$ cat src/rtl/bit_packer_pkg.sv
// Shared types and default sizing for the serial-to-parallel bit packer.
package bit_packer_pkg;
    localparam int DEF_WIDTH = 8;
    localparam int DEF_CNT_W = 8;

    typedef enum logic {
        IDLE = 1'b0,
        FILL = 1'b1
    } pk_state_t;
endpackage

$ cat src/rtl/bit_packer_if.sv
// Serial bit input, word output handshake and status bundle of the bit packer.
import bit_packer_pkg::*;

interface bit_packer_if #(
    parameter int WIDTH = DEF_WIDTH,
    parameter int CNT_W = DEF_CNT_W
);
    logic             bit_in;
    logic             bit_valid;
    logic             sync_clr;
    logic             ovf_clr;
    logic             word_ready;
    logic [WIDTH-1:0] word_out;
    logic             word_valid;
    logic             overflow;
    logic [CNT_W-1:0] word_count;

    modport master (
        output bit_in, bit_valid, sync_clr, ovf_clr, word_ready,
        input  word_out, word_valid, overflow, word_count
    );

    modport slave (
        input  bit_in, bit_valid, sync_clr, ovf_clr, word_ready,
        output word_out, word_valid, overflow, word_count
    );
endinterface

$ cat src/rtl/bit_packer_fifo.sv
// 2-entry head/tail FIFO; data reads 0 when empty. Latency 1 from push to data.
// Push into full is accepted only with a same-cycle pop, otherwise ignored.
import bit_packer_pkg::*;

module bit_packer_fifo #(
    parameter int WIDTH = DEF_WIDTH
) (
    input  logic             clk,
    input  logic             reset,
    input  logic             push,
    input  logic             pop,
    input  logic [WIDTH-1:0] din,
    output logic             full,
    output logic             empty,
    output logic [WIDTH-1:0] data
);
    logic [WIDTH-1:0] head_q;
    logic [WIDTH-1:0] tail_q;
    logic [1:0]       cnt_q;
    logic             do_pop;
    logic             do_push;

    assign full    = (cnt_q == 2'd2);
    assign empty   = (cnt_q == 2'd0);
    assign data    = empty ? '0 : head_q;
    assign do_pop  = pop && !empty;
    assign do_push = push && (!full || do_pop);

    always_ff @(posedge clk or negedge reset) begin
        if (!reset) begin
            head_q <= '0;
            tail_q <= '0;
            cnt_q  <= 2'd0;
        end else begin
            case ({do_push, do_pop})
                2'b10: begin
                    if (cnt_q == 2'd0) head_q <= din;
                    else               tail_q <= din;
                    cnt_q <= cnt_q + 2'd1;
                end
                2'b01: begin
                    head_q <= tail_q;
                    cnt_q  <= cnt_q - 2'd1;
                end
                2'b11: begin
                    // occupancy unchanged; a single entry is simply replaced
                    if (cnt_q == 2'd1) begin
                        head_q <= din;
                    end else begin
                        head_q <= tail_q;
                        tail_q <= din;
                    end
                end
                default: ;
            endcase
        end
    end
endmodule

$ cat src/rtl/bit_packer.sv
// Packs MSB-first serial bits into WIDTH-bit words queued in a 2-entry FIFO.
// Latency 1 cycle from last bit to word_valid. word_ready backpressures; a full FIFO drops and flags overflow.
import bit_packer_pkg::*;

module bit_packer #(
    parameter int WIDTH = DEF_WIDTH,
    parameter int CNT_W = DEF_CNT_W
) (
    input logic         clk,
    input logic         reset,
    bit_packer_if.slave bus
);
    localparam int BC_W = $clog2(WIDTH);

    pk_state_t        state;
    logic [BC_W-1:0]  bit_cnt;
    logic [WIDTH-1:0] shift_q;
    logic [CNT_W-1:0] count_q;
    logic             ovf_q;
    logic             last_bit;
    logic             pop;
    logic             push_ok;
    logic             drop;
    logic             full;
    logic             empty;
    logic [WIDTH-1:0] word_nxt;
    logic [WIDTH-1:0] fifo_data;

    assign word_nxt = {shift_q[WIDTH-2:0], bus.bit_in};
    assign last_bit = bus.bit_valid && (state == FILL) && (bit_cnt == BC_W'(WIDTH-1));
    assign pop      = !empty && bus.word_ready;
    assign push_ok  = last_bit && (!full || pop);
    assign drop     = last_bit && full && !pop;

    bit_packer_fifo #(.WIDTH(WIDTH)) u_fifo (
        .clk   (clk),
        .reset (reset),
        .push  (last_bit),
        .pop   (pop),
        .din   (word_nxt),
        .full  (full),
        .empty (empty),
        .data  (fifo_data)
    );

    always_ff @(posedge clk or negedge reset) begin
        if (!reset) begin
            state   <= IDLE;
            bit_cnt <= '0;
            shift_q <= '0;
            count_q <= '0;
            ovf_q   <= 1'b0;
        end else begin
            // a completing bit wins over sync_clr so the finished word is kept
            if (last_bit) begin
                state   <= IDLE;
                bit_cnt <= '0;
                shift_q <= '0;
            end else if (bus.sync_clr) begin
                if (bus.bit_valid) begin
                    state   <= FILL;
                    bit_cnt <= BC_W'(1);
                    shift_q <= WIDTH'(bus.bit_in);
                end else begin
                    state   <= IDLE;
                    bit_cnt <= '0;
                    shift_q <= '0;
                end
            end else if (bus.bit_valid) begin
                state   <= FILL;
                bit_cnt <= bit_cnt + 1'b1;
                shift_q <= word_nxt;
            end

            if (push_ok) count_q <= count_q + 1'b1;

            if (drop)             ovf_q <= 1'b1;
            else if (bus.ovf_clr) ovf_q <= 1'b0;
        end
    end

    assign bus.word_out   = fifo_data;
    assign bus.word_valid = !empty;
    assign bus.overflow   = ovf_q;
    assign bus.word_count = count_q;
endmodule

$ cat src/flat_wrapper.sv
// flat-port wrapper written by rule: the top's interface ports become plain ports
module bit_packer_flat 
#(
    parameter int WIDTH = DEF_WIDTH,
    parameter int CNT_W = DEF_CNT_W
)
  (clk, reset, bus_bit_in, bus_bit_valid, bus_sync_clr, bus_ovf_clr, bus_word_ready, bus_word_out, bus_word_valid, bus_overflow, bus_word_count);
  bit_packer_if #(.WIDTH(WIDTH), .CNT_W(CNT_W)) bus_i ();
  input logic clk;
  input logic reset;
  input wire logic [$bits(bus_i.bit_in)-1:0] bus_bit_in;
  input wire logic [$bits(bus_i.bit_valid)-1:0] bus_bit_valid;
  input wire logic [$bits(bus_i.sync_clr)-1:0] bus_sync_clr;
  input wire logic [$bits(bus_i.ovf_clr)-1:0] bus_ovf_clr;
  input wire logic [$bits(bus_i.word_ready)-1:0] bus_word_ready;
  output wire logic [$bits(bus_i.word_out)-1:0] bus_word_out;
  output wire logic [$bits(bus_i.word_valid)-1:0] bus_word_valid;
  output wire logic [$bits(bus_i.overflow)-1:0] bus_overflow;
  output wire logic [$bits(bus_i.word_count)-1:0] bus_word_count;
  assign bus_i.bit_in = bus_bit_in;
  assign bus_i.bit_valid = bus_bit_valid;
  assign bus_i.sync_clr = bus_sync_clr;
  assign bus_i.ovf_clr = bus_ovf_clr;
  assign bus_i.word_ready = bus_word_ready;
  assign bus_word_out = bus_i.word_out;
  assign bus_word_valid = bus_i.word_valid;
  assign bus_overflow = bus_i.overflow;
  assign bus_word_count = bus_i.word_count;
  bit_packer #(.WIDTH(WIDTH), .CNT_W(CNT_W)) u_core (.clk(clk), .reset(reset), .bus(bus_i));
endmodule
$ cat config.mk
export PLATFORM = sky130hd
export DESIGN_NAME = bit_packer_flat
export DESIGN_NICKNAME = d
export VERILOG_FILES = /design/src/rtl/bit_packer_pkg.sv /design/src/rtl/bit_packer_if.sv /design/src/rtl/bit_packer_fifo.sv /design/src/rtl/bit_packer.sv /design/src/flat_wrapper.sv
export SDC_FILE = /design/constraint.sdc
export NUM_CORES = 1
export LEC_CHECK = 0
export ABC_AREA = 1
export BUFFER_PORTS_ARGS = -buffer_cell sky130_fd_sc_hd__buf_2
export CELL_PAD_IN_SITES_DETAIL_PLACEMENT = 0
export CELL_PAD_IN_SITES_GLOBAL_PLACEMENT = 1
export CORE_MARGIN = 2
export CORE_UTILIZATION = 42
export CTS_CLUSTER_DIAMETER = 100
export DETAILED_ROUTE_END_ITERATION = 6
export GPL_TIMING_DRIVEN = 0
export MAX_ROUTING_LAYER = met4
export PLACE_DENSITY = 0.9
export SLEW_MARGIN = 20
export SYNTH_ARGS = -nofsm -noshare
export SYNTH_HDL_FRONTEND = slang
export SYNTH_HIERARCHICAL = 1
export SYNTH_SLANG_ARGS = --single-unit
$ cat constraint.sdc
create_clock -name clk -period 1.9 [get_ports clk]
set_input_delay 0.475 -clock clk [delete_from_list [all_inputs] [get_ports clk]]
set_output_delay 0.475 -clock clk [all_outputs]
set_load 0.05 [all_outputs]
### After elaboration in Yosys (flattened, before gate mapping)

Index checks and enable logic that the tools add are counted.

| storage, ports and cells | value |
|---|---|
| memories kept | 0 |
| RAM bits | 0 |
| output and inout port bits | 18 |
| bits in latches | 0 |
| logic and storage cells | 64 |
| flip-flop bits (word level) | 38 |
| memory bits (read-only) | 0 |
| input bits | 7 |

| cells by class | value |
|---|---|
| bitwise logic cells | 0 |
| shift-type cells | 0 |
| div/mod/pow operators | 0 |
| multiplexer cells | 22 |
| eq/ne operators | 9 |
| add/sub/neg operators | 4 |
| reductions and logical operators | 21 |
| multipliers | 0 |
| order comparisons | 0 |

Operators by type and width:

| cell | number |
|---|---|
| $mux 8 | 5 |
| $pmux 8 s3 | 1 |
| $mux 7 | 3 |
| $pmux 8 s2 | 1 |
| $mux 3 | 3 |
| $add 8x1->8 const B | 1 |
| $logic_and 1x1->1 | 8 |
| $mux 1 | 8 |
| $eq 2x2->1 const B | 3 |
| $reduce_bool 2->1 | 3 |
| $reduce_bool 3->1 | 2 |
| $eq 2x1->1 const B | 2 |
| $ne 2x2->1 const B | 2 |
| $pmux 2 s2 | 1 |
| $add 3x1->3 const B | 1 |
| $eq 3x3->1 const B | 1 |
| $logic_not 1->1 | 3 |
| $reduce_and 3->1 | 1 |
| $add 2x1->2 const B | 1 |
| $logic_not 2->1 | 1 |
| $logic_or 1x1->1 | 2 |
| $ne 2x1->1 const B | 1 |
| $reduce_and 2->1 | 1 |
| $sub 2x1->2 const B | 1 |

### Logic depth before layout (Yosys ltp)

| depth | value |
|---|---|
| depth in word-level cells | 9 |
| gate-level depth with buffers | 12 |
| depth with buffers taken out | 12 |

### Modules after synthesis

Netlist, hierarchy kept.

By module, submodules not included:

| module | sequential area each (um^2) | times used | area each (um^2) | cells an instance |
|---|---|---|---|---|
| bit_packer_fifo | 450.4 | 1 | 1037.2 | 138 |
| bit_packer | 500.5 | 1 | 943.4 | 107 |

### Worst setup path before layout

No wires, ideal clock.

| timing path | value |
|---|---|
| path kind | flip-flop to flip-flop |
| from | register u_core.u_fifo.cnt_q[0] |
| to | register u_core.u_fifo.tail_q[0] |
| required time | 1783 ps |
| path slack | -26 ps |
| clock period less this slack | 1926 ps |
| path buffers | 0 |
| setup time | 117 ps |
| arrival | 1810 ps |
| stages on the path, launching flop included | 13 |
| cell sequence | dfrtp_1 -> inv_1 -> ha_1 -> inv_1 -> nand2_1 -> inv_1 -> inv_1 -> nor2_4 -> nand2_1 -> nand2_2 -> nand2_2 -> nand2_1 -> nand2_1 |

| on the way | value |
|---|---|
| longest elaborated chain between the ends | 9 |
| elaborated cells on any way between the ends | 16 |
| those cells by class | eq/ne (6); mux (1); reduce/logical (9) |

RTL lines:

| element | RTL line | RTL |
|---|---|---|
| start, declared | bit_packer_fifo.sv:19 | `logic [1:0] cnt_q;` |
| start signal, assigned | bit_packer_fifo.sv:39 | `cnt_q <= cnt_q + 2'd1;` |
| start signal, assigned | bit_packer_fifo.sv:43 | `cnt_q <= cnt_q - 2'd1;` |
| $logic_not 2->1 * | bit_packer_fifo.sv:24 | `assign empty = (cnt_q == 2'd0);` |
| net u_core.empty | bit_packer.sv:25 | `logic empty;` |
| $logic_not 1->1 * | -- |  |
| net bus_word_valid | flat_wrapper.sv:17 | `output wire logic [$bits(bus_i.word_valid)-1:0] bus_word_valid;` |
| $logic_and 1x1->1 * | bit_packer.sv:31 | `assign pop = !empty && bus.word_ready;` |
| net u_core.pop | bit_packer.sv:21 | `logic pop;` |
| $logic_and 1x1->1 * | bit_packer_fifo.sv:26 | `assign do_pop = pop && !empty;` |
| $logic_or 1x1->1 | bit_packer_fifo.sv:27 | `assign do_push = push && (!full \|\| do_pop);` |
| $logic_and 1x1->1 | bit_packer_fifo.sv:27 |  |
| $eq 2x2->1 | bit_packer_fifo.sv:35 | `case ({do_push, do_pop})` |
| $ne 2x2->1 (no source line) or $reduce_bool 2->1 (tied branches) | -- |  |
| $reduce_and 3->1 (no source line) | -- |  |
| end signal, assigned | bit_packer_fifo.sv:38 | `else tail_q <= din;` |
| end signal, assigned | bit_packer_fifo.sv:51 | `tail_q <= din;` |
| end, declared | bit_packer_fifo.sv:18 | `logic [WIDTH-1:0] tail_q;` |

Mark *: on every way through the listed nets, which the timed path passes. The rest lies on a longest branch.
A chain may end at the register's enable or synchronous reset.

### Final worst setup path

| timing path | value |
|---|---|
| from | register u_core.u_fifo.cnt_q[0] |
| to | output port bus_word_out[5] |

| on the way | value |
|---|---|
| longest elaborated chain between the ends | 2 |

RTL lines:

| element | RTL line | RTL |
|---|---|---|
| $logic_not 2->1 | bit_packer_fifo.sv:24 |  |
| net u_core.empty | bit_packer.sv:25 |  |
| $mux 8 | bit_packer_fifo.sv:25 | `assign data = empty ? '0 : head_q;` |
| end, declared | flat_wrapper.sv:16 | `output wire logic [$bits(bus_i.word_out)-1:0] bus_word_out;` |

The timed path passes the listed nets, and every way through them passes these cells.

==> metrics.md <==
| Metric | Value |
|---|---|
| Status | `completed` |
| Setup ws final | `0.03593 ns` |
| VDD IR-drop max | `0.3607 mV` |
| Setup WS pre-CTS | `0.04082 ns` |
| Yosys reg bits | `38` |
| Clk pwr share | `34.4%` |
| Hold Path Class | `in -> async` |
| CTS Buffer Depth | `2` |
| CP bufs+invs | `3` |
| Syn_nets | `258` |
| Largest net degree at the start of global routing | `39` |
| Max_cap viols | `0` |
| Die Area | `5281 um2` |
| CP top delay family | `buffers and inverters` |
| Clock sink count | `38` |
| Synthesized cell area | `1981 um2` |
| Worst-margin pin slew | `0.8352 ns` |
| Initial core utilization | `44.57%` |
| Largest stage delay, worst path | `0.36 ns` |
| Critical Path AT | `1.39 ns` |
| Design Area, Final | `2352 um2` |
| Hold Violations, Final | `0` |
| Minimum clock period | `1.864 ns` |
| Slew Viols, Final | `0` |
| Share of power burned in registers | `53.9%` |
| Skew final | `0.005186 ns` |
| Via density | `4.739` |
| Die Ht | `72.67 um` |
| Final Cycle Share | `98.11%` |
| Stages on worst setup path | `5` |
| Synth cell types | `21` |
| R2R depth | `11` |
| Max Freq | `536.5 MHz` |
| Post-DR wirelength/cell | `11.48 um` |
| Gr usage total | `16.57%` |
| Via count | `1559` |
| Critical path, cell by cell | `inv_1, ha_4, buf_8, nor2_1, buf_6` |
| Hold Slack | `0.2925 ns` |
| Htree depth | `2` |
| Mean Syn Cell Area | `8.084 um2` |
| DRC | `0` |
| Seq/Total Area, Yosys | `48.01%` |
| Int Pwr | `1170 uW` |
| Port Buffer Count | `24` |
| Non-filler cells, final | `329` |
| CP max-delay cell | `dfrtp_1` |
| GRT overflow | `0` |
| Die Wd | `72.67 um` |
| Critical Path Fanout Max | `10` |
| Endpoints failing setup | `0` |
| Total Wirelength | `3.776 mm` |
| DP Cell Count | `321` |
| Hpwl dp | `2.659 mm` |
| Synthesis-to-layout area growth | `18.76%` |
| Pwr/cell area | `664.3 nW/um2` |
| Top-level I/O count | `25` |
| RSZ-0062 raised after global routing | `true` |
| First-pass GRT wire length | `6.555 mm` |
| Setup crit end kind | `primary output` |
| CTS tree | `built` |
| Post-route ant nets | `0` |
| Syn. warnings | `6` |
| Vias in the first global route | `1484` |
| Initial antenna violation count | `0` |
| Switching Share | `25.14%` |
| Worst Setup Start Kind | `register` |
| GP Congestion | `0.7782` |
| Clock buffer count from CTS | `5` |
| WP data required | `1.42 ns` |
| Pre-Repair DR Iteration Count | `4` |
| Ant diodes | `0` |
| Clock-pin slew on the worst setup and hold paths | `0.07 ns` |
| Clock root buffer | `clkbuf_8` |
| NetSw | `392.9 uW` |
| Worst skew pair latency | `0.28 ns` |
| Cell Area, Placed | `2166 um2` |
| Core Footprint | `4444 um2` |
| DRT iter0 DRCs | `51` |
| Site Rows | `24` |
| Setup CP Type | `reg -> out` |
| Leak pwr | `0.001229 uW` |
| Layout cell share with drive strength beyond 1 | `20.22%` |
| Comb power frac | `11.7%` |
| Nets | `291` |
| Syn Inst Count | `245` |
| Max transition margin | `44.32%` |
## what timing repair did
| action | in CTS | in global routing |
|---|---|---|
| hold buffers | 0 | 0 |
| gates resized for setup | 12 | 14 |
| endpoints found under the setup margin | 8 | 24 |
| buffers inserted | 1 | 1 |
## cell usage in the layout (no fill, tap or decap)
cell	count
nand2_2	6
nand2_4	3
buf_8	1
xnor2_1	4
o31ai_1	3
buf_4	4
nand3_1	31
buf_6	7
buf_2	17
inv_2	3
or2_0	1
dfrtp_1	38
inv_1	33
o21ai_1	1
o22ai_1	2
ha_1	4
ha_2	1
nand3_4	1
nand2_1	78
clkbuf_8	6
nor2_4	2
ha_4	1
nor2_1	9
a21oi_4	1
nor2_2	3
nand3b_1	10
o21ai_0	7
## power by group through the flow
stage | Clock [uW] | Sequential (uW) | Combinational, uW
final | 538 | 843 | 182
after CTS | 567 | 842 | 164
after global placement | 0 | 858 | 156
after detailed placement | 0 | 858 | 156
after global routing | 594 | 844 | 206
after floorplan | 0 | 860 | 103
## cells in the mapped netlist
master	number	area [um2]
nand3_2	1	10.01
dfrtp_1	38	950.9
inv_1	34	127.6
nand2_4	1	11.26
o22ai_1	2	12.51
buf_6	2	22.52
or2_0	1	6.260
nand3_1	31	155.2
xnor2_1	4	35.03
a21oi_4	1	16.27
nand3b_1	10	75.07
o31ai_1	3	22.52
o21ai_1	1	5.000
nor2_1	12	45.04
nand2_2	7	43.79
o21ai_0	7	35.03
inv_2	2	7.510
ha_1	6	75.07
nand2_1	79	296.5
nor2_4	2	22.52
buf_2	1	5.000
## per-stage QoR
step / util [%] / power [uW] / setup TNS (ns)
6_report: 52.93 / 1562 / 0
5_1_grt: 52.93 / 1643 / -0.03997
4_1_cts: 51.49 / 1573 / 0
3_5_place_dp: 48.73 / 1014 / 0
3_3_place_gp: 48.73 / 1013 / 0
2_1_floorplan: - / 963.3 / -0.4041
## logic make-up after synthesis
logic type	Yosys count	share of synthesized area (%)
compound gates	14	4.611
xor+xnor	4	1.769
fa+ha+maj	6	3.790
buf+inv	39	8.212
flops	38	48.01
simple gates	144	33.61
## final cells by class
| class | count | area, um2 |
|---|---|---|
| Clock buffer | 6 | 82.58 |
| Fill cell | 431 | 2092 |
| Buffer | 3 | 31.28 |
| Timing Repair Buffer | 26 | 177.7 |
| Multi-Input combinational cell | 168 | 909.6 |
| Sequential cell | 38 | 950.9 |
| Tap cell | 52 | 65.06 |
| Inverter | 36 | 135.1 |
## flip-flops by register name (all words and copies together) (netlist names)
name and cells:
u_core/bus.overflow 1, u_core/shift_q 7, u_core/bus.word_count 8, u_core/u_fifo/cnt_q 2, u_core/bit_cnt 3, u_core/u_fifo/tail_q 8
u_core/u_fifo/head_q 8, u_core/state 1
## per-layer routing
metal  GRT usage (%)  part of all wire (%)
met2           25.45                    48
met5               -                     0
met3           4.144                   2.2
met4           6.173                   1.2
met1           21.23                    49
## worst paths after layout
path / from / end / slack [ns]
max in group asynchronous: reset / u_core/u_fifo/head_q[4] / 1.08
hold / removal: reset / u_core/bit_cnt[1] / 0.29
setup reg to reg: u_core/bit_cnt[1] / u_core/u_fifo/tail_q[7] / 0.17
min in group clk: bus_ovf_clr / u_core/bus.overflow / 0.40
hold reg to reg: u_core/u_fifo/tail_q[2] / u_core/u_fifo/tail_q[2] / 0.47
setup / recovery: u_core/u_fifo/cnt_q[0] / bus_word_out[5] / 0.04
Power figures use the tool's default switching activity.
